===== config.mk =====
export PLATFORM = sky130hd
export DESIGN_NAME = tx_beam_pulser
export DESIGN_NICKNAME = d
export VERILOG_FILES = /design/src/rtl/tx_beam_pkg.sv /design/src/rtl/tx_pulse_channel.sv /design/src/rtl/tx_beam_pulser.sv
export SDC_FILE = /design/constraint.sdc
export NUM_CORES = 1
export LEC_CHECK = 0
export CELL_PAD_IN_SITES_DETAIL_PLACEMENT = 1
export CELL_PAD_IN_SITES_GLOBAL_PLACEMENT = 2
export CORE_AREA = 2 2 247 249
export CTS_BUF_LIST = sky130_fd_sc_hd__clkbuf_8
export CTS_CLUSTER_DIAMETER = 30
export DETAILED_ROUTE_END_ITERATION = 6
export DIE_AREA = 0 0 249 251
export GPL_TIMING_DRIVEN = 0
export PLACE_DENSITY_LB_ADDON = 0.1
export SLEW_MARGIN = 20
export SYNTH_ARGS = -nofsm -noshare
export SYNTH_HDL_FRONTEND = slang
export SYNTH_SLANG_ARGS = --single-unit

===== constraint.sdc =====
create_clock -name clock -period 5.3 [get_ports clock]
set_clock_uncertainty 0.15 [all_clocks]
set_input_delay 1.59 -clock clock [delete_from_list [all_inputs] [get_ports clock]]
set_output_delay 1.59 -clock clock [all_outputs]
set_load 0.02 [all_outputs]

===== src/rtl/tx_beam_pkg.sv =====
// Shared types and default widths for the transmit beam pulser.
package tx_beam_pkg;

  localparam int unsigned DELAY_W = 8;
  localparam int unsigned HALF_W  = 4;
  localparam int unsigned CYC_W   = 4;

  typedef enum logic [2:0] {
    CH_IDLE  = 3'd0,
    CH_WAIT  = 3'd1,
    CH_POS   = 3'd2,
    CH_DEAD1 = 3'd3,
    CH_NEG   = 3'd4,
    CH_DEAD2 = 3'd5
  } ch_state_t;

  typedef enum logic [1:0] {
    T_IDLE = 2'd0,
    T_RUN  = 2'd1,
    T_DONE = 2'd2
  } top_state_t;

endpackage


===== src/rtl/tx_pulse_channel.sv =====
// One element's burst sequencer: start delay, then N bipolar cycles of
// pos / dead / neg / dead, with all phases timed by a shared down-counter.
module tx_pulse_channel
  import tx_beam_pkg::*;
#(
  parameter int unsigned DELAY_W = tx_beam_pkg::DELAY_W,
  parameter int unsigned HALF_W  = tx_beam_pkg::HALF_W,
  parameter int unsigned CYC_W   = tx_beam_pkg::CYC_W
) (
  input  logic               clock,
  input  logic               reset_n,
  input  logic               start,
  input  logic               kill,
  input  logic [DELAY_W-1:0] delay,
  input  logic [HALF_W-1:0]  half_period,
  input  logic [HALF_W-1:0]  dead_time,
  input  logic [CYC_W-1:0]   num_cycles,
  output logic               pos,
  output logic               neg,
  output logic               idle_c
);

  localparam int unsigned TMR_W = (DELAY_W > HALF_W) ? DELAY_W : HALF_W;

  ch_state_t          state, state_nxt;
  logic [TMR_W-1:0]   tmr, tmr_nxt;
  logic [TMR_W-1:0]   h_load, d_load;
  logic [CYC_W-1:0]   cyc, cyc_nxt;
  logic               end_cyc;

  // Timer reload values; a zero half-period behaves as one clock.
  assign h_load = (half_period == '0) ? '0 : TMR_W'(half_period - HALF_W'(1));
  assign d_load = (dead_time == '0)   ? '0 : TMR_W'(dead_time - HALF_W'(1));

  always_comb begin
    state_nxt = state;
    tmr_nxt   = (tmr == '0) ? tmr : tmr - TMR_W'(1);
    cyc_nxt   = cyc;
    end_cyc   = 1'b0;
    case (state)
      CH_IDLE: begin
        if (start && (num_cycles != '0)) begin
          cyc_nxt = num_cycles - CYC_W'(1);
          if (delay == '0) begin
            state_nxt = CH_POS;
            tmr_nxt   = h_load;
          end else begin
            state_nxt = CH_WAIT;
            tmr_nxt   = TMR_W'(delay - DELAY_W'(1));
          end
        end
      end
      CH_WAIT: begin
        if (tmr == '0) begin
          state_nxt = CH_POS;
          tmr_nxt   = h_load;
        end
      end
      CH_POS: begin
        if (tmr == '0) begin
          if (dead_time != '0) begin
            state_nxt = CH_DEAD1;
            tmr_nxt   = d_load;
          end else begin
            state_nxt = CH_NEG;
            tmr_nxt   = h_load;
          end
        end
      end
      CH_DEAD1: begin
        if (tmr == '0) begin
          state_nxt = CH_NEG;
          tmr_nxt   = h_load;
        end
      end
      CH_NEG: begin
        if (tmr == '0) begin
          if (dead_time != '0) begin
            state_nxt = CH_DEAD2;
            tmr_nxt   = d_load;
          end else begin
            end_cyc = 1'b1;
          end
        end
      end
      CH_DEAD2: begin
        if (tmr == '0) end_cyc = 1'b1;
      end
      default: state_nxt = CH_IDLE;
    endcase

    // End of one bipolar cycle: either start the next or finish the burst.
    if (end_cyc) begin
      if (cyc == '0) begin
        state_nxt = CH_IDLE;
      end else begin
        cyc_nxt   = cyc - CYC_W'(1);
        state_nxt = CH_POS;
        tmr_nxt   = h_load;
      end
    end

    if (kill) state_nxt = CH_IDLE;
  end

  // Lets the top finish the event in the same cycle the last channel idles.
  assign idle_c = (state_nxt == CH_IDLE);

  always_ff @(posedge clock or negedge reset_n) begin
    if (!reset_n) begin
      state <= CH_IDLE;
      tmr   <= '0;
      cyc   <= '0;
      pos   <= 1'b0;
      neg   <= 1'b0;
    end else begin
      state <= state_nxt;
      tmr   <= tmr_nxt;
      cyc   <= cyc_nxt;
      pos   <= (state_nxt == CH_POS);
      neg   <= (state_nxt == CH_NEG);
    end
  end

endmodule


===== src/rtl/tx_beam_pulser.sv =====
// Transmit beam pulser: latches per-element delays and burst shape on fire,
// runs one burst channel per element and reports busy/done for the event.
module tx_beam_pulser
  import tx_beam_pkg::*;
#(
  parameter int unsigned NUM_ELEM = 8,
  parameter int unsigned DELAY_W  = tx_beam_pkg::DELAY_W,
  parameter int unsigned HALF_W   = tx_beam_pkg::HALF_W,
  parameter int unsigned CYC_W    = tx_beam_pkg::CYC_W
) (
  input  logic                        clock,
  input  logic                        reset_n,
  input  logic                        fire,
  input  logic                        abort,
  input  logic [NUM_ELEM*DELAY_W-1:0] delays,
  input  logic [HALF_W-1:0]           half_period,
  input  logic [HALF_W-1:0]           dead_time,
  input  logic [CYC_W-1:0]            num_cycles,
  output logic [NUM_ELEM-1:0]         posOutput,
  output logic [NUM_ELEM-1:0]         negOutput,
  output logic                        busy,
  output logic                        done
);

  top_state_t                  state, state_nxt;
  logic [NUM_ELEM*DELAY_W-1:0] dly_q, dly_eff;
  logic [HALF_W-1:0]           h_q, d_q, h_eff, d_eff;
  logic [CYC_W-1:0]            n_q, n_eff;
  logic                        start_c, kill_c, all_idle_c;
  logic [NUM_ELEM-1:0]         ch_idle_c, ch_pos, ch_neg;

  assign start_c    = (state == T_IDLE) && fire && !abort;
  assign kill_c     = (state == T_RUN) && abort;
  assign all_idle_c = &ch_idle_c;

  // Channels see the live inputs on the accepting edge, the latched copy after.
  assign dly_eff = start_c ? delays      : dly_q;
  assign h_eff   = start_c ? half_period : h_q;
  assign d_eff   = start_c ? dead_time   : d_q;
  assign n_eff   = start_c ? num_cycles  : n_q;

  always_comb begin
    state_nxt = state;
    case (state)
      T_IDLE: if (start_c) state_nxt = T_RUN;
      T_RUN: begin
        if (kill_c)          state_nxt = T_IDLE;
        else if (all_idle_c) state_nxt = T_DONE;
      end
      T_DONE:  state_nxt = T_IDLE;
      default: state_nxt = T_IDLE;
    endcase
  end

  always_ff @(posedge clock or negedge reset_n) begin
    if (!reset_n) begin
      state <= T_IDLE;
      busy  <= 1'b0;
      done  <= 1'b0;
    end else begin
      state <= state_nxt;
      busy  <= (state_nxt != T_IDLE);
      done  <= (state_nxt == T_DONE);
    end
  end

  // Event configuration is frozen on the accepting edge.
  always_ff @(posedge clock or negedge reset_n) begin
    if (!reset_n) begin
      dly_q <= '0;
      h_q   <= '0;
      d_q   <= '0;
      n_q   <= '0;
    end else if (start_c) begin
      dly_q <= delays;
      h_q   <= half_period;
      d_q   <= dead_time;
      n_q   <= num_cycles;
    end
  end

  for (genvar i = 0; i < NUM_ELEM; i++) begin : g_ch
    tx_pulse_channel #(
      .DELAY_W (DELAY_W),
      .HALF_W  (HALF_W),
      .CYC_W   (CYC_W)
    ) u_ch (
      .clock       (clock),
      .reset_n     (reset_n),
      .start       (start_c),
      .kill        (kill_c),
      .delay       (dly_eff[i*DELAY_W +: DELAY_W]),
      .half_period (h_eff),
      .dead_time   (d_eff),
      .num_cycles  (n_eff),
      .pos         (ch_pos[i]),
      .neg         (ch_neg[i]),
      .idle_c      (ch_idle_c[i])
    );
  end

  assign posOutput = ch_pos;
  assign negOutput = ch_neg;

endmodule

==> impl_metrics.py, run 1 <==
metrics = {
    "outcome": {
        "status": "complete, no violations",
    },
    "floorplan": {
        "dieWidth_um": 249,
        "core-area_um2": 59790,
        "die_area_um2": 62500,
        "die_y_um": 251,
        "top_level_ports": 98,
        "rows": 90,
        "initial_core_util_pct": 24.69,
    },
    "drt": {
        "drtIter0Drc": 716,
        "viasPerCell": 5.268,
        "via_count": 15120,
        "finalWirelength_um": 70920,
        "drt_pass1_iterations": 5,
        "post_drt_wl_per_cell_um": 24.70,
        "drc": 0,
        "ant_nets": 0,
    },
    "yosys": {
        "syn_area_um2": 14760,
        "yosysTopAreaCellShare_pct": 36.61,
        "yosysWarnings": 0,
        "synth_commonest_cells": "nand2_1, dfrtp_1, nor2_1, a21oi_1",
        "synth_edf_count": 0,
        "ys_types": 87,
        "syn_nets": 1929,
        "synth-main-ff-cell": "dfrtp_1",
        "postSynth.asyncResetShare_pct": 100.0,
        "synthCells": 1814,
        "synthMostInstantiatedCell": "nand2_1",
        "synth_seq_area_share_pct": 36.61,
        "synth_area_leader_cell": "dfrtp_1",
        "postSynthAreaPerCell_um2": 8.139,
        "synthTopCellsByArea": "dfrtp_1, nand2_1, mux2i_1",
        "ys_seq_elements": 216,
    },
    "min_path": {
        "holdPathStages": 2,
        "worstHoldStart": "g_ch[3].u_ch.cyc[2]$_DFF_PN0_",
        "min_to": "g_ch[3].u_ch.cyc[2]$_DFF_PN0_",
        "hp-class": "flop to flop",
    },
    "worst_setup_path": {
        "regToRegStartpoint": "state[0]$_DFF_PN0_",
        "critical_path.slowest_cell": "or4b_4",
        "slowest_delay_ns": 0.49,
        "start_kind": "primary input",
        "cp_max_fo": 10,
        "worstPathCellList": "clkbuf_2 -> or4b_4 -> buf_6 -> buf_12 -> buf_12 -> mux2i_4 -> ha_4 -> nor3b_2 -> mux2i_2 -> buf_6 -> buf_4 -> a221oi_1 -> o21ai_1 -> a31oi_4 -> nand4_1 -> nor4_4 -> buf_4 -> and4_1",
        "required_ns": 5.74,
        "cpLargestDelayFamily": "simple AND/OR/NAND/NOR gates",
        "critPathKind": "primary input to flop",
        "critPathArrivalTime_ns": 5.61,
        "cp.buffers_inverters": 7,
        "rrSetupSlack_ns": 0.68,
        "cp-end-kind": "flop",
        "worst-r2r-cell-count": 17,
        "rr_endpoint": "done$_DFF_PN0_",
    },
    "pwr": {
        "p_per_area_nw_per_um2": 526.0,
        "vdd_drop_max_mv": 0.1890,
        "p_leak_uw": 0.008345,
    },
    "clock_network": {
        "cts_tree": "built",
        "numCtsBuffers": 82,
        "clock_sinks": 216,
        "clk_pin_slew_worst_paths_ns": 0.05,
        "htreeDepth": 3,
        "cts_buffer_depth": 3,
        "cts-root-buf": "clkbuf_8",
        "clock_latency_ns": 0.67,
    },
    "place": {
        "io_buffers": 97,
        "hpwl_um": 50180,
        "routabilityCongestion": 0.8349,
    },
    "timing": {
        "layout_min_cycle_time_ns": 5.171,
        "hold_viol_final": 0,
        "final_max_slew_viol_count": 0,
        "relSlewSlack_pct": 20.86,
        "max_freq_ghz": 0.1934,
        "worstMarginPinSlew_ns": 1.178,
        "fin_crit_sh_pct": 97.57,
        "setup_violations": 0,
        "timing.setup.tns_ns": 0,
    },
    "global_routing": {
        "grt_pass1_wl_um": 105200,
        "grtUsageTotal_pct": 22.68,
        "grt_max_degree": 82,
        "grt_pass1_vias": 15870,
        "antenna_found_initial": 5,
        "grt_remaining_overflow": 0,
    },
    "job": {
        "maxCapViolCount": 0,
    },
    "finish": {
        "syn2layout_area_growth_pct": 32.62,
        "fin_util_pct": 32.75,
        "drive_gt1_share_pct": 15.09,
        "fin_nets": 2145,
    },
}
==> how the worst max path moves through the flow <==
stage                     slack, ns                       endpoint  startpoint  depth (start not counted)
final                          0.13                 done$_DFF_PN0_       abort                         18
after global routing         -0.009                 done$_DFF_PN0_       abort                         18
after CTS                      0.03                 done$_DFF_PN0_       abort                         19
after detailed placement      -3.65  g_ch[7].u_ch.tmr[7]$_DFF_PN0_       abort                         15
after global placement        -8.47  g_ch[0].u_ch.tmr[7]$_DFF_PN0_     reset_n                          1
after floorplan               0.006                 done$_DFF_PN0_       abort                         14
==> flip-flops by register name (all words and copies together), names as in the netlist <==
| name | count |
|---|---|
| done | 1 |
| g_ch.u_ch.tmr | 64 |
| g_ch.u_ch.cyc | 32 |
| g_ch.u_ch.pos | 8 |
| g_ch.u_ch.neg | 8 |
| g_ch.u_ch.state | 24 |
| h_q | 4 |
| dly_q | 64 |
| busy | 1 |
| state | 2 |
| d_q | 4 |
| n_q | 4 |
==> worst register-to-register path: cells and delay by family (launching register included) <==
kind,cells,cell delay [ns]
compound gates,3,0.77
fa+ha+maj,1,0.19
buf+inv,6,1.14
flops,1,0.46
mux,2,0.40
simple gates,5,1.44
==> metrics by stage <==
step                      instances  cell area, um^2  worst slack [ns]  hold slack (ns)  power (uW)
after floorplan                1814            14790          0.006111           0.3103        5297
after global placement         2693            16740            -8.473           0.3371        6737
after detailed placement       2703            16980            -3.651           0.3449        6852
after CTS                      2866            19460           0.03207           0.3554       10330
after global routing           2871            19580         -0.008988           0.3918       11020
final                          2871            19580            0.1291           0.3589       10300
==> routing by layer <==
layer / GRT usage [%] / part of all wire (%)
met1: 30.27 / 47
met2: 36.44 / 46
met3: 3.614 / 4.0
met4: 9.576 / 3.4
met5: 0 / 0
==> cell type report <==
class                   instances  area [um^2]
clock buffers                 104         1431
plain buffers                 115        795.8
multi-input cells            1361         8762
well taps                     782        978.4
fillers                      6949        40210
diodes                          1        2.502
clock inverters                38        397.9
inverters                     117        439.2
repair buffers                137         1368
flip-flops and latches        216         5405
==> cell families (layout without fill, tap and decap cells) <==
family | Yosys count | after routing | share of synthesized area (%)
AOI/OAI and AO/OA | 496 | 496 | 21.64
xor gates and xnor gates | 64 | 64 | 3.797
adders and majority gates | 36 | 36 | 3.034
buffers and inverters | 237 | 511 | 6.703
DFF | 216 | 216 | 36.61
muxes | 78 | 78 | 5.407
other | 0 | 1 | 0
and+or+nand+nor | 687 | 687 | 22.81
==> layout by cell type, fill, tap and decap left out, types with 19 or more instances in the layout <==
| cell | n |
|---|---|
| o21ai_0 | 115 |
| clkdlybuf4s50_1 | 94 |
| clkbuf_8 | 106 |
| a21oi_1 | 123 |
| clkbuf_1 | 63 |
| o22ai_1 | 39 |
| inv_1 | 132 |
| nor3_1 | 83 |
| nand3_1 | 57 |
| dfrtp_1 | 216 |
| nor2_1 | 134 |
| ha_1 | 30 |
| mux2i_1 | 59 |
| and2_1 | 20 |
| buf_4 | 47 |
| a211oi_1 | 21 |
| o211ai_1 | 38 |
| xor2_1 | 19 |
| nand2_1 | 224 |
| xnor2_1 | 43 |
==> power breakdown <==
part	switching, uW	internal [uW]	total, uW	leakage, uW
sequential	531	2210	2740	0.00264
clock	1100	2130	3230	0.000984
combinational	2640	1680	4320	0.00472
total	4280	6020	10300	0.00834
==> what timing repair did <==
| item | CTS | global route |
|---|---|---|
| hold buffers | 0 | 0 |
| setup buffers | 26 | 4 |
| gates resized for setup | 114 | 22 |
| pin swaps | 7 | 7 |
| endpoints found under the hold margin | 0 | 0 |
| endpoints found under the setup margin | 133 | 26 |
No activity file was read; power rests on OpenSTA's default activity.
==> run 2, diff against run 1 <==
--- a/config.mk
+++ b/config.mk
@@ -12,6 +12,7 @@
 export CTS_CLUSTER_DIAMETER = 30
 export DETAILED_ROUTE_END_ITERATION = 6
 export DIE_AREA = 0 0 249 251
+export DONT_BUFFER_PORTS = 1
 export GPL_TIMING_DRIVEN = 0
 export PLACE_DENSITY_LB_ADDON = 0.1
 export SLEW_MARGIN = 20
==> run 2 against run 1 <==
Against the previous run:
- hold slack gained 0.0012 ns
- die area is the same
- largest cell class unchanged
- global-route usage shrank 0.12 points
- non-clock buffer count shrank 107
- fmax shrank 2.1%
==> impl_metrics.py, run 2 (synthesized netlist as in run 1, its figures left out) <==
metrics = {
    "floorplan": {
        "initial_core_util_pct": 24.69,
        "top_level_ports": 98,
        "rows": 90,
        "die_y_um": 251,
        "die_area_um2": 62500,
        "dieWidth_um": 249,
        "core-area_um2": 59790,
    },
    "min_path": {
        "holdPathStages": 2,
        "min_to": "g_ch[3].u_ch.cyc[2]$_DFF_PN0_",
        "hp-class": "flop to flop",
        "worstHoldStart": "g_ch[3].u_ch.cyc[2]$_DFF_PN0_",
    },
    "drt": {
        "drtIter0Drc": 787,
        "via_count": 14740,
        "drt_pass1_iterations": 5,
        "finalWirelength_um": 70450,
        "post_drt_wl_per_cell_um": 25.35,
        "viasPerCell": 5.302,
        "ant_nets": 0,
        "drc": 0,
    },
    "clock_network": {
        "cts_tree": "built",
        "clk_pin_slew_worst_paths_ns": 0.04,
        "cts-root-buf": "clkbuf_8",
        "clock_sinks": 216,
        "cts_buffer_depth": 3,
        "clock_latency_ns": 0.69,
        "cts_hold_buf": 0,
        "htreeDepth": 3,
        "numCtsBuffers": 83,
    },
    "place": {
        "post-place-ws_ns": -2.325,
        "hpwl_um": 49260,
        "io_buffers": 0,
        "post-place-cells": 2603,
        "routabilityCongestion": 0.8267,
    },
    "timing": {
        "setup_violations": 0,
        "max_freq_ghz": 0.1893,
        "hold_viol_final": 0,
        "fin_hold_ws_ns": 0.3601,
        "worstMarginPinSlew_ns": 1.062,
        "rsz0062_at_grt": "true",
        "layout_min_cycle_time_ns": 5.284,
        "timing.setup.tns_ns": 0,
        "final_max_slew_viol_count": 0,
        "relSlewSlack_pct": 29.18,
        "fin_crit_sh_pct": 99.70,
        "timing.final.ws_setup_ns": 0.01601,
    },
    "finish": {
        "layout_commonest_cell": "nand2_1",
        "nFillCells": 7031,
        "fin_nets": 2039,
        "drive_gt1_share_pct": 15.35,
        "syn2layout_area_growth_pct": 23.81,
        "reg_top3": "dly_q (64), g_ch.u_ch.tmr (64), g_ch.u_ch.cyc (32)",
        "fin_cells": 2779,
        "layout_common_cells": "nand2_1, dfrtp_1, nor2_1",
    },
    "worst_setup_path": {
        "worstPathCellList": "or4b_1 -> clkbuf_4 -> buf_8 -> buf_8 -> mux2i_4 -> ha_2 -> nor3b_2 -> mux2_4 -> buf_4 -> buf_4 -> clkbuf_4 -> nor2_1 -> a21oi_1 -> mux2i_1 -> o21ai_0 -> nand2_1",
        "critPathArrivalTime_ns": 5.73,
        "start_kind": "primary input",
        "critPathKind": "primary input to flop",
        "critical_path.slowest_cell": "nor2_1",
        "slowest_delay_ns": 0.82,
        "required_ns": 5.75,
        "cp-end-kind": "flop",
        "rrSetupSlack_ns": 0.40,
        "regToRegStartpoint": "state[0]$_DFF_PN0_",
        "rr_endpoint": "g_ch[3].u_ch.tmr[2]$_DFF_PN0_",
        "cp.buffers_inverters": 6,
        "cpLargestDelayFamily": "simple AND/OR/NAND/NOR gates",
        "cp_max_fo": 10,
        "worst-r2r-cell-count": 16,
    },
    "pwr": {
        "p_int_uw": 5858,
        "vdd_drop_max_mv": 0.2763,
        "switching_share_pct": 42.11,
        "p_sw_uw": 4261,
        "p_clk_share_pct": 32.1,
        "p_leak_uw": 0.007873,
        "p_per_area_nw_per_um2": 553.5,
        "finalPower_uw": 10120,
        "seqPwrFrac_pct": 27.1,
        "pwr-share-comb_pct": 40.8,
    },
    "global_routing": {
        "antenna_found_initial": 5,
        "grt_pass1_vias": 15580,
        "grt_pass1_wl_um": 104700,
        "grt_remaining_overflow": 0,
        "grtUsageTotal_pct": 22.56,
        "grt_max_degree": 217,
    },
    "outcome": {
        "status": "complete, no violations",
    },
    "job": {
        "maxCapViolCount": 0,
    },
}
[run 2: cell count changes in the layout (fill, tap and decap cells not counted), sizes merged]
cell	before	now
buf	76	66
clkbuf	186	178
clkdlybuf4s50	94	0
clkinv	7	23
clkinvlp	5	7
diode	1	3
[run 2: metrics by stage]
| stage | instance area [um^2] | utilization, % |
|---|---|---|
| 2_1_floorplan | 14790 | - |
| 3_3_place_gp | 15770 | 26.38 |
| 3_5_place_dp | 15910 | 26.60 |
| 4_1_cts | 18080 | 30.24 |
| 5_1_grt | 18280 | 30.57 |
| 6_report | 18280 | 30.57 |
[run 2: power by group through the flow]
stage          Clock (uW)  Sequential (uW)  Combinational (uW)
2_1_floorplan           0             2590                2710
3_3_place_gp            0             2740                3870
3_5_place_dp            0             2740                3950
4_1_cts              3350             2740                4070
5_1_grt              3450             2830                4570
6_report             3250             2750                4130
[run 2: final cells by class]
| type | count | area [um^2] | area share [%] |
|---|---|---|---|
| timing repair buffer | 30 | 260.3 | 1.424 |
| tap | 782 | 978.4 | 5.353 |
| sequential | 216 | 5405 | 29.57 |
| clock inverter | 56 | 489.2 | 2.676 |
| buffer | 115 | 678.2 | 3.710 |
| clock buffer | 99 | 1363 | 7.454 |
| antenna | 3 | 7.507 | 0.04107 |
| multi-input combinational | 1361 | 8660 | 47.37 |
| inverter | 117 | 439.2 | 2.402 |
[run 2: worst max path at each step]
| stage | cells after the start | from | endpoint |
|---|---|---|---|
| 2_1_floorplan | 14 | abort | done$_DFF_PN0_ |
| 6_report | 16 | abort | g_ch[3].u_ch.tmr[2]$_DFF_PN0_ |
| 5_1_grt | 18 | abort | state[1]$_DFF_PN0_ |
| 4_1_cts | 17 | fire | g_ch[5].u_ch.tmr[1]$_DFF_PN0_ |
| 3_3_place_gp | 13 | fire | g_ch[0].u_ch.tmr[2]$_DFF_PN0_ |
| 3_5_place_dp | 15 | abort | g_ch[2].u_ch.tmr[2]$_DFF_PN0_ |
[run 2: worst min-delay path: stages (launching register included)]
cell	delay, ns
dfrtp_1	0.36
nand2_1	0.06
nand2_1	0.06
[run 2: per-layer routing]
layer | GRT usage (%) | wire (um)
met3 | 5.653 | 3945
met4 | 8.571 | 2393
met5 | 0 | 10
met2 | 35.41 | 31500
met1 | 29.82 | 32600
[run 2: repair_timing]
action / CTS / global route
gates cloned: 0 / 0
gates resized for setup: 62 / 30
endpoints found under the setup margin: 109 / 31
pin swaps: 5 / 5
setup buffers: 14 / 9
